$ cat src/rtl/inertial_seq_if.sv
// SPI master handshake bundle for inertial_seq.
// master: the sequencer (issues wrt/cmd, consumes done/rd_data).
// slave:  the SPI master engine.
interface inertial_seq_if;
  logic        wrt;
  logic [15:0] cmd;
  logic        done;
  logic [15:0] rd_data;

  modport master (output wrt, output cmd, input done, input rd_data);
  modport slave  (input wrt, input cmd, output done, output rd_data);
endinterface

$ cat src/rtl/inertial_seq.sv
// inertial_seq: sequencer for the 6-axis inertial sensor SPI link.
// Waits STARTUP_CYC clocks after reset, writes four config registers, then
// on each synchronised INT rise reads the sensor output registers and
// publishes 16-bit signed words with a one-cycle vld strobe.
// Build option: define INERT_AZ_EN to also read and publish az (0x2C/0x2D).
module inertial_seq #(
  parameter logic [15:0] STARTUP_CYC = 16'hFFFF
) (
  input  logic           clk,
  input  logic           rst,
  input  logic           INT,
  inertial_seq_if.master spi,
  output logic [15:0]    ptch,
  output logic [15:0]    roll,
  output logic [15:0]    yaw,
  output logic [15:0]    ax,
  output logic [15:0]    ay,
  output logic [15:0]    az,
  output logic           vld
);

`ifdef INERT_AZ_EN
  localparam int unsigned NUM_RD = 12;
`else
  localparam int unsigned NUM_RD = 10;
`endif
  localparam logic [3:0] LAST_RD  = 4'(NUM_RD - 1);
  localparam logic [1:0] LAST_CFG = 2'd3;
  localparam logic [6:0] RD_BASE  = 7'h22;

  typedef enum logic [2:0] {
    PWR_WAIT, INIT_WR, INIT_WAIT, IDLE, RD, RD_WAIT, PUBLISH
  } state_t;

  state_t      state;
  logic [15:0] timer;
  logic [1:0]  cfg_idx;
  logic [3:0]  rd_idx;
  logic        pending;
  logic        int_ff1, int_ff2, int_ff3;
  logic        int_rise;
  logic [7:0]  hold [0:NUM_RD-1];
  logic [15:0] cfg_word;
  logic [6:0]  rd_addr;
  logic        unused_rd_hi;

  // Only the response byte of the SPI word carries sensor data.
  assign unused_rd_hi = ^spi.rd_data[15:8];
  assign int_rise     = int_ff2 & ~int_ff3;

  // Two-flop synchroniser for INT plus one flop for edge detection.
  always_ff @(posedge clk or posedge rst) begin
    if (rst) begin
      int_ff1 <= 1'b0;
      int_ff2 <= 1'b0;
      int_ff3 <= 1'b0;
    end else begin
      int_ff1 <= INT;
      int_ff2 <= int_ff1;
      int_ff3 <= int_ff2;
    end
  end

  // Config word table and read address for the current indices.
  always_comb begin
    cfg_word = 16'h0D02;
    unique case (cfg_idx)
      2'd0: cfg_word = 16'h0D02;
      2'd1: cfg_word = 16'h1062;
      2'd2: cfg_word = 16'h1162;
      2'd3: cfg_word = 16'h1460;
    endcase
    rd_addr = RD_BASE + {3'b000, rd_idx};
  end

  // Main sequencer with registered SPI request and data outputs.
  always_ff @(posedge clk or posedge rst) begin
    if (rst) begin
      state   <= PWR_WAIT;
      timer   <= '0;
      cfg_idx <= '0;
      rd_idx  <= '0;
      pending <= 1'b0;
      spi.wrt <= 1'b0;
      spi.cmd <= '0;
      vld     <= 1'b0;
      ptch    <= '0;
      roll    <= '0;
      yaw     <= '0;
      ax      <= '0;
      ay      <= '0;
`ifdef INERT_AZ_EN
      az      <= '0;
`endif
      for (int unsigned i = 0; i < NUM_RD; i++) hold[i] <= '0;
    end else begin
      spi.wrt <= 1'b0;
      vld     <= 1'b0;
      // Rises during a burst are remembered; rises before IDLE are dropped.
      if (int_rise && (state inside {RD, RD_WAIT, PUBLISH})) pending <= 1'b1;
      case (state)
        PWR_WAIT: begin
          if (timer == STARTUP_CYC) begin
            cfg_idx <= '0;
            state   <= INIT_WR;
          end else begin
            timer <= timer + 16'd1;
          end
        end
        INIT_WR: begin
          spi.wrt <= 1'b1;
          spi.cmd <= cfg_word;
          state   <= INIT_WAIT;
        end
        INIT_WAIT: begin
          if (spi.done) begin
            cfg_idx <= cfg_idx + 2'd1;
            state   <= (cfg_idx == LAST_CFG) ? IDLE : INIT_WR;
          end
        end
        IDLE: begin
          if (int_rise || pending) begin
            pending <= 1'b0;
            rd_idx  <= '0;
            state   <= RD;
          end
        end
        RD: begin
          spi.wrt <= 1'b1;
          spi.cmd <= {1'b1, rd_addr, 8'h00};
          state   <= RD_WAIT;
        end
        RD_WAIT: begin
          if (spi.done) begin
            hold[rd_idx] <= spi.rd_data[7:0];
            rd_idx       <= rd_idx + 4'd1;
            state        <= (rd_idx == LAST_RD) ? PUBLISH : RD;
          end
        end
        PUBLISH: begin
          ptch  <= {hold[1], hold[0]};
          roll  <= {hold[3], hold[2]};
          yaw   <= {hold[5], hold[4]};
          ax    <= {hold[7], hold[6]};
          ay    <= {hold[9], hold[8]};
`ifdef INERT_AZ_EN
          az    <= {hold[11], hold[10]};
`endif
          vld   <= 1'b1;
          state <= IDLE;
        end
        default: state <= PWR_WAIT;
      endcase
    end
  end

`ifndef INERT_AZ_EN
  assign az = '0;
`endif

endmodule

$ cat src/flat_wrapper.sv
// flat-port wrapper written by rule: the top's interface ports become plain ports
module inertial_seq_flat 
#(
  parameter logic [15:0] STARTUP_CYC = 16'hFFFF
)
  (clk, rst, INT, ptch, roll, yaw, ax, ay, az, vld, spi_wrt, spi_cmd, spi_done, spi_rd_data);
  inertial_seq_if spi_i ();
  input  logic clk;
  input  logic rst;
  input  logic INT;
  output logic [15:0] ptch;
  output logic [15:0] roll;
  output logic [15:0] yaw;
  output logic [15:0] ax;
  output logic [15:0] ay;
  output logic [15:0] az;
  output logic vld;
  output wire logic [$bits(spi_i.wrt)-1:0] spi_wrt;
  output wire logic [$bits(spi_i.cmd)-1:0] spi_cmd;
  input wire logic [$bits(spi_i.done)-1:0] spi_done;
  input wire logic [$bits(spi_i.rd_data)-1:0] spi_rd_data;
  assign spi_wrt = spi_i.wrt;
  assign spi_cmd = spi_i.cmd;
  assign spi_i.done = spi_done;
  assign spi_i.rd_data = spi_rd_data;
  inertial_seq #(.STARTUP_CYC(STARTUP_CYC)) u_core (.clk(clk), .rst(rst), .INT(INT), .spi(spi_i), .ptch(ptch), .roll(roll), .yaw(yaw), .ax(ax), .ay(ay), .az(az), .vld(vld));
endmodule
$ cat config.mk
export PLATFORM = sky130hd
export DESIGN_NAME = inertial_seq_flat
export DESIGN_NICKNAME = d
export VERILOG_FILES = /design/src/rtl/inertial_seq_if.sv /design/src/rtl/inertial_seq.sv /design/src/flat_wrapper.sv
export SDC_FILE = /design/constraint.sdc
export NUM_CORES = 1
export LEC_CHECK = 0
export BUFFER_PORTS_ARGS = -buffer_cell sky130_fd_sc_hd__buf_4
export CAP_MARGIN = 40
export CELL_PAD_IN_SITES_DETAIL_PLACEMENT = 1
export CELL_PAD_IN_SITES_GLOBAL_PLACEMENT = 2
export CORE_UTILIZATION = 42
export DETAILED_ROUTE_END_ITERATION = 8
export PLACE_DENSITY_LB_ADDON = 0.1
export SLEW_MARGIN = 25
export SYNTH_ARGS = -nofsm -noshare
export SYNTH_HDL_FRONTEND = slang
export SYNTH_SLANG_ARGS = --single-unit
export TNS_END_PERCENT = 5
$ cat constraint.sdc
create_clock -name clk -period 13.2 [get_ports clk]
set_input_delay 1.98 -clock clk [delete_from_list [all_inputs] [get_ports clk]]
set_output_delay 1.98 -clock clk [all_outputs]
set_load 0.03 [all_outputs]
==> impl_metrics.csv, run 1 <==
group,metric,value,unit
floorplanning,die_area,20000,µm²
synth,ys_types,49,
layout,antenna_cells,0,
power_and_ir_drop,p_sw,0.000470,W
critical_path,worstPathMaxFanout,8,
min_path,worstHoldPathCells,0,
synth,synth_edf_count,0,
layout,syn_to_final_growth,18.5,%
synth,postSynthAreaPerCell,14.3,µm²
synth,synth_top_flop_cell,"dfrtp_1",
status,status,"finished clean",
power_and_ir_drop,power_density,155,nW/µm²
clock_tree,insertion_delay,0.43,ns
critical_path,cp.arrival,3.50,ns
clock_tree,cts-resized-gates,0,
clock_tree,clk_pin_slew,0.08,ns
power_and_ir_drop,switching_share,0.314,
critical_path,cp.depth,5,
critical_path,r2r-start,"u_core.state[2]",
synth,ys_async_sr_fraction,1.00,
synth,seq_area_frac_synth,0.611,
power_and_ir_drop,power.internal,0.00103,W
power_and_ir_drop,vdd_drop_max,0.0904,mV
critical_path,cp_num_buf_inv,1,
drt,drc,0,
critical_path,start_kind,"primary input",
drt,drt_iter0_drc,180,
grt,grt_pass1_wl,27.9,mm
grt,grt_overflow,0,
timing,finalHoldViolCount,0,
placed_design,hpwl,11.2,mm
clock_tree,clockBufferDepth,2,
layout,fin_cells,935,
clock_tree,cts-htree-levels,4,
timing,worst_pin_slew,0.816,ns
floorplanning,die_w,141,µm
critical_path,cp_slowest_stage_delay,0.50,ns
timing,fin_crit,3.18,ns
power_and_ir_drop,combPwrFrac,0.184,
layout,layout_common_cells,"199 x dfrtp_1, 159 x mux2_2, 104 x buf_4, 22 x conb_1, 17 x clkbuf_16",
timing,tns,0,ns
power_and_ir_drop,clkPwrFrac,0.331,
placed_design,place.gp.congestion,0.723,
floorplanning,start_util,0.433,
floorplanning,core_region_area,18800,µm²
timing,relSlewSlack,0.456,
critical_path,crit_path_end_kind,"register",
layout,layout-drive-gt1-share,0.462,
floorplanning,ios,134,
flow_run,cap_violations,0,
layout,nets,691,
grt,grt_max_degree,82,
timing,period_share,0.241,
min_path,worstHoldPathType,"register to register",
drt,wl_per_cell,18.3,µm
clock_tree,clk_root_buffer_cell,"clkbuf_16",
critical_path,timing.rr.end,"u_core.ay[2]",
floorplanning,fp-row-count,50,
grt,grt_pass1_vias,4949,
grt,grt_util_all_layers,0.185,
min_path,hp-start,"u_core.int_ff1",
critical_path,worstPathRequired,13.52,ns
critical_path,cp_cell_sequence,"buf_4 -> nand4b_4 -> nor3_1 -> and2_1 -> mux2_2",
power_and_ir_drop,pwr-share-seq,0.485,
grt,antenna_found_initial,0,
critical_path,path_class,"primary input to register",
drt,drt-total-wl,17.1,mm
power_and_ir_drop,power,0.00149,W
clock_tree,cts_sinks,199,
placed_design,io_buffers,103,
floorplanning,die_y,141,µm
min_path,hold_end,"u_core.int_ff2",
synth,syn_inst,568,
timing,fmax,314,MHz
clock_tree,cts_buffers,17,
power_and_ir_drop,p_leak,5.03,nW
timing,rsz0062_at_grt,"no",
synth,ys_warn_count,0,
layout,final_common_cell,"dfrtp_1",
critical_path,regToRegSetupSlack,10.56,ns
placed_design,dp.cells,903,
drt,via_per_inst,5.03,
clock_tree,cts_tree,"yes",
critical_path,cpMaxStageDelayCell,"and2_1",
drt,ant_nets,0,
synth,synth_top_area_share,0.611,
timing,skew,0.0110,ns
clock_tree,post_cts_buffers,0,
synth,yosysTopAreaCell,"dfrtp_1",
drt,vias,4701,
synth,synth.area.top_cells,"dfrtp_1 61%, mux2_2 22%, buf_4 2.2%",
timing,setup_viol,0,
synth,yosys_register_bits,199,
synth,netlist_area,8150,µm²
clock_tree,ctsHoldBuffers,0,
critical_path,cpLargestDelayFamily,"simple AND/OR/NAND/NOR gates",
timing,slew_violations,0,
drt,first_pass_iters,3,
critical_path,r2r_cells,4,
[flip-flops by register name (all words and copies together), names as in the netlist]
| register | cells |
|---|---|
| u_core.yaw | 16 |
| u_core.int_ff1 | 1 |
| u_core.spi.cmd | 8 |
| u_core.pending | 1 |
| u_core.state | 3 |
| u_core.hold | 80 |
| u_core.spi.wrt | 1 |
| u_core.rd_idx | 4 |
| u_core.int_ff3 | 1 |
| u_core.ptch | 16 |
| u_core.roll | 16 |
| u_core.ay | 16 |
| u_core.cfg_idx | 2 |
| u_core.vld | 1 |
| u_core.timer | 16 |
| u_core.ax | 16 |
| u_core.int_ff2 | 1 |
[worst max-delay path by stage]
stage                     startpoint              end  slack (ns)
after floorplan                  rst     u_core.ax[0]        5.79
after global placement           rst  u_core.hold[75]        9.50
after detailed placement    spi_done  u_core.hold[50]        9.54
after CTS                   spi_done  u_core.hold[50]       10.00
after global routing        spi_done  u_core.hold[53]        9.90
final                       spi_done  u_core.hold[50]       10.02
[per-stage QoR]
step / cell area, µm² / worst slack (ns) / util / hold slack (ns)
after floorplan: 8230 / 5.79 / - / 0.331
after global placement: 9040 / 9.50 / 0.480 / 0.335
after detailed placement: 9100 / 9.54 / 0.483 / 0.339
after CTS: 9660 / 10.00 / 0.513 / 0.356
after global routing: 9660 / 9.90 / 0.513 / 0.373
final: 9660 / 10.02 / 0.513 / 0.352
[cells in the mapped netlist (2+ instances only)]
master / n
a21oi_1: 8
a22o_1: 2
a22oi_1: 2
and2_1: 4
and3_1: 2
buf_1: 10
buf_2: 15
buf_4: 24
clkbuf_1: 3
dfrtp_1: 199
ha_1: 9
inv_1: 13
mux2_1: 2
mux2_2: 159
nand2_1: 15
nand2_2: 4
nand2b_1: 2
nand3_1: 10
nand4_1: 8
nor2_1: 6
nor2b_1: 3
nor3_1: 6
nor3b_1: 3
nor4_1: 3
nor4_4: 2
o21ai_0: 12
o22a_1: 2
o22ai_1: 3
o31ai_1: 5
or3_1: 2
xnor2_1: 5
xor2_1: 8
[cell families after synthesis]
family                   Yosys count  synth area share
flip-flops                       199             0.611
AND/OR/NAND/NOR                   79            0.0622
XOR/XNOR                          13            0.0140
multiplexers                     162             0.224
AO/OA/AOI/OAI                     40            0.0312
buffers and inverters             65            0.0433
adder cells (fa/ha/maj)            9            0.0138
other                              1          0.000460
[routing by layer]
| layer | up-vias | track usage | wire length, µm |
|---|---|---|---|
| li1 | 2148 | - | - |
| met1 | 2453 | 0.255 | 8030 |
| met2 | 83 | 0.292 | 8170 |
| met3 | 17 | 0.0408 | 666 |
| met4 | 0 | 0.0589 | 217 |
| met5 | - | 0 | 0 |
[power groups by stage]
| stage | Sequential [W] | Clock [W] | Combinational, W |
|---|---|---|---|
| finish | 0.000724 | 0.000495 | 0.000275 |
| global route | 0.000736 | 0.000531 | 0.000304 |
| CTS | 0.000724 | 0.000507 | 0.000281 |
| detailed placement | 0.000736 | 0 | 0.000280 |
| global placement | 0.000730 | 0 | 0.000271 |
| floorplan | 0.000748 | 0 | 0.000183 |
[final cells by class]
class	count	area (µm²)
fill	1881	9180
sequential	199	4980
multi-input combinational	325	2910
timing repair buffer	106	828
clock buffer	18	439
tap	260	325
clock inverter	14	118
inverter	13	56.3
(Power assumes the default switching activity.)
==> inputs of run 2 (changes only) <==
- CORE_UTILIZATION: 42 -> 39
- clock period: 13.2 -> 3.1 ns (I/O delays scaled with it)
==> run 2 against run 1 <==
Net effect:
- clock-buffer cell count fell by 1
- non-clock buffer count rose by 4
- combinational power rose to 4.6 times the previous value
- via count rose by 0.13%
- worst setup slack got worse by 9.1 ns
- design area rose by 0.78%
- final cell count rose by 1.5%
- first-iteration DRC count fell by 36%
- largest cell class unchanged
==> impl_metrics.csv, run 2 (synthesized netlist as in run 1, its figures left out) <==
group,metric,value,unit
clock_tree,clk_root_buffer_cell,"clkbuf_16",
min_path,worstHoldPathType,"primary input to asynchronous set/reset pin",
timing,rsz0062_at_grt,"no",
floorplanning,die_area,21500,µm²
power_and_ir_drop,power_density,672,nW/µm²
timing,setup_viol,0,
clock_tree,cts-htree-levels,4,
layout,largest-register,"u_core.hold",
timing,period_share,0.703,
clock_tree,ctsHoldBuffers,0,
critical_path,start_kind,"register",
power_and_ir_drop,vdd_drop_max,0.319,mV
clock_tree,clockBufferDepth,2,
critical_path,crit_path_end_kind,"register",
flow_run,cap_violations,0,
drt,drt_iter0_drc,116,
timing,finalHoldViolCount,0,
drt,drt-total-wl,17.6,mm
power_and_ir_drop,p_leak,5.07,nW
grt,grt_pass1_vias,5214,
placed_design,io_buffers,103,
grt,grt_pass1_wl,29.3,mm
timing,relSlewSlack,0.559,
drt,vias,4707,
floorplanning,die_y,147,µm
drt,drc,0,
clock_tree,post_cts_buffers,0,
layout,nets,695,
critical_path,worstPathRequired,3.40,ns
floorplanning,start_util,0.400,
layout,largest_register_ffs,80,
critical_path,worstPathMaxFanout,11,
grt,grt_overflow,0,
critical_path,cp.arrival,2.48,ns
timing,fin_crit,2.18,ns
placed_design,place.gp.congestion,0.704,
grt,grt_max_degree,123,
status,status,"finished clean",
clock_tree,cts_buffers,17,
floorplanning,die_w,147,µm
floorplanning,core_region_area,20400,µm²
layout,fin_util,0.478,
clock_tree,cts-resized-gates,0,
power_and_ir_drop,power,0.00654,W
clock_tree,cts_tree,"yes",
drt,ant_nets,0,
layout,layout_common_cells,"199 x dfrtp_1, 159 x mux2_2, 108 x buf_4, 22 x conb_1, 17 x clkbuf_16",
placed_design,hpwl,11.7,mm
critical_path,path_class,"register to register",
layout,layout-drive-gt1-share,0.465,
clock_tree,cts_sinks,199,
floorplanning,fp-row-count,52,
clock_tree,insertion_delay,0.43,ns
timing,slew_violations,0,
drt,first_pass_iters,4,
grt,antenna_found_initial,0,
layout,final_common_cell,"dfrtp_1",
layout,antenna_cells,0,
timing,tns,0,ns
grt,grt_util_all_layers,0.178,
layout,syn_to_final_growth,19.4,%
drt,wl_per_cell,18.6,µm
timing,skew,0.00958,ns
timing,fmax,459,MHz
clock_tree,clk_pin_slew,0.08,ns
drt,via_per_inst,4.96,
timing,worst_pin_slew,0.661,ns
floorplanning,ios,134,
-- run 2: cell count changes in the layout (fill, tap and decap cells not counted), sizes merged --
cell and change:
inv -1, bufinv +1, clkinvlp +1, clkbuf -1
buf +4
-- run 2: report_power, final --
part / leakage [nW] / switching, W / internal [W]
sequential: 2.73 / 0.000203 / 0.00282
clock: 0.291 / 0.00109 / 0.00116
combinational: 2.05 / 0.000775 / 0.000491
total: 5.07 / 0.00206 / 0.00447
-- run 2: final cells by class --
class / count / area (µm²)
sequential: 199 / 4980
multi-input combinational: 325 / 2900
fill: 2061 / 10600
clock inverter: 15 / 184
tap: 270 / 338
inverter: 13 / 52.6
clock buffer: 17 / 425
timing repair buffer: 110 / 851
-- run 2: per-layer routing --
layer / up-vias / share of wire / GRT usage
li1: 2141 / - / -
met1: 2460 / 0.46 / 0.234
met2: 94 / 0.49 / 0.290
met3: 12 / 0.043 / 0.0428
met4: 0 / 0.011 / 0.0547
met5: - / 0 / 0
-- run 2: path summary, 6_finish.rpt --
kind / cells after the start / endpoint / slack, ns / from
min reg2reg: 0 / u_core.int_ff2 / 0.37 / u_core.int_ff1
max in group asynchronous: 3 / u_core.ay[6] / 2.05 / rst
min: 2 / u_core.ay[1] / 0.06 / rst
min in group clk: 1 / u_core.int_ff1 / 0.14 / INT
max reg2reg: 4 / u_core.timer[14] / 0.92 / u_core.state[2]
max: 4 / u_core.timer[14] / 0.92 / u_core.state[2]
-- run 2: through the flow --
step / hold slack, ns / instances / setup WS, ns / instance area [µm²]
after floorplan: 0.331 / 589 / 0.0607 / 8230
after global placement: 0.333 / 917 / 0.975 / 9120
after detailed placement: 0.348 / 917 / 0.944 / 9120
after CTS: 0.0614 / 949 / 0.933 / 9730
after global routing: 0.0743 / 949 / 0.773 / 9730
final: 0.0622 / 949 / 0.921 / 9730
-- run 2: critical path: stages, from the launching register on --
cell and delay, ns:
dfrtp_1 0.53, or3_1 0.58, or4_4 0.63, o31ai_1 0.21
o31ai_1 0.10
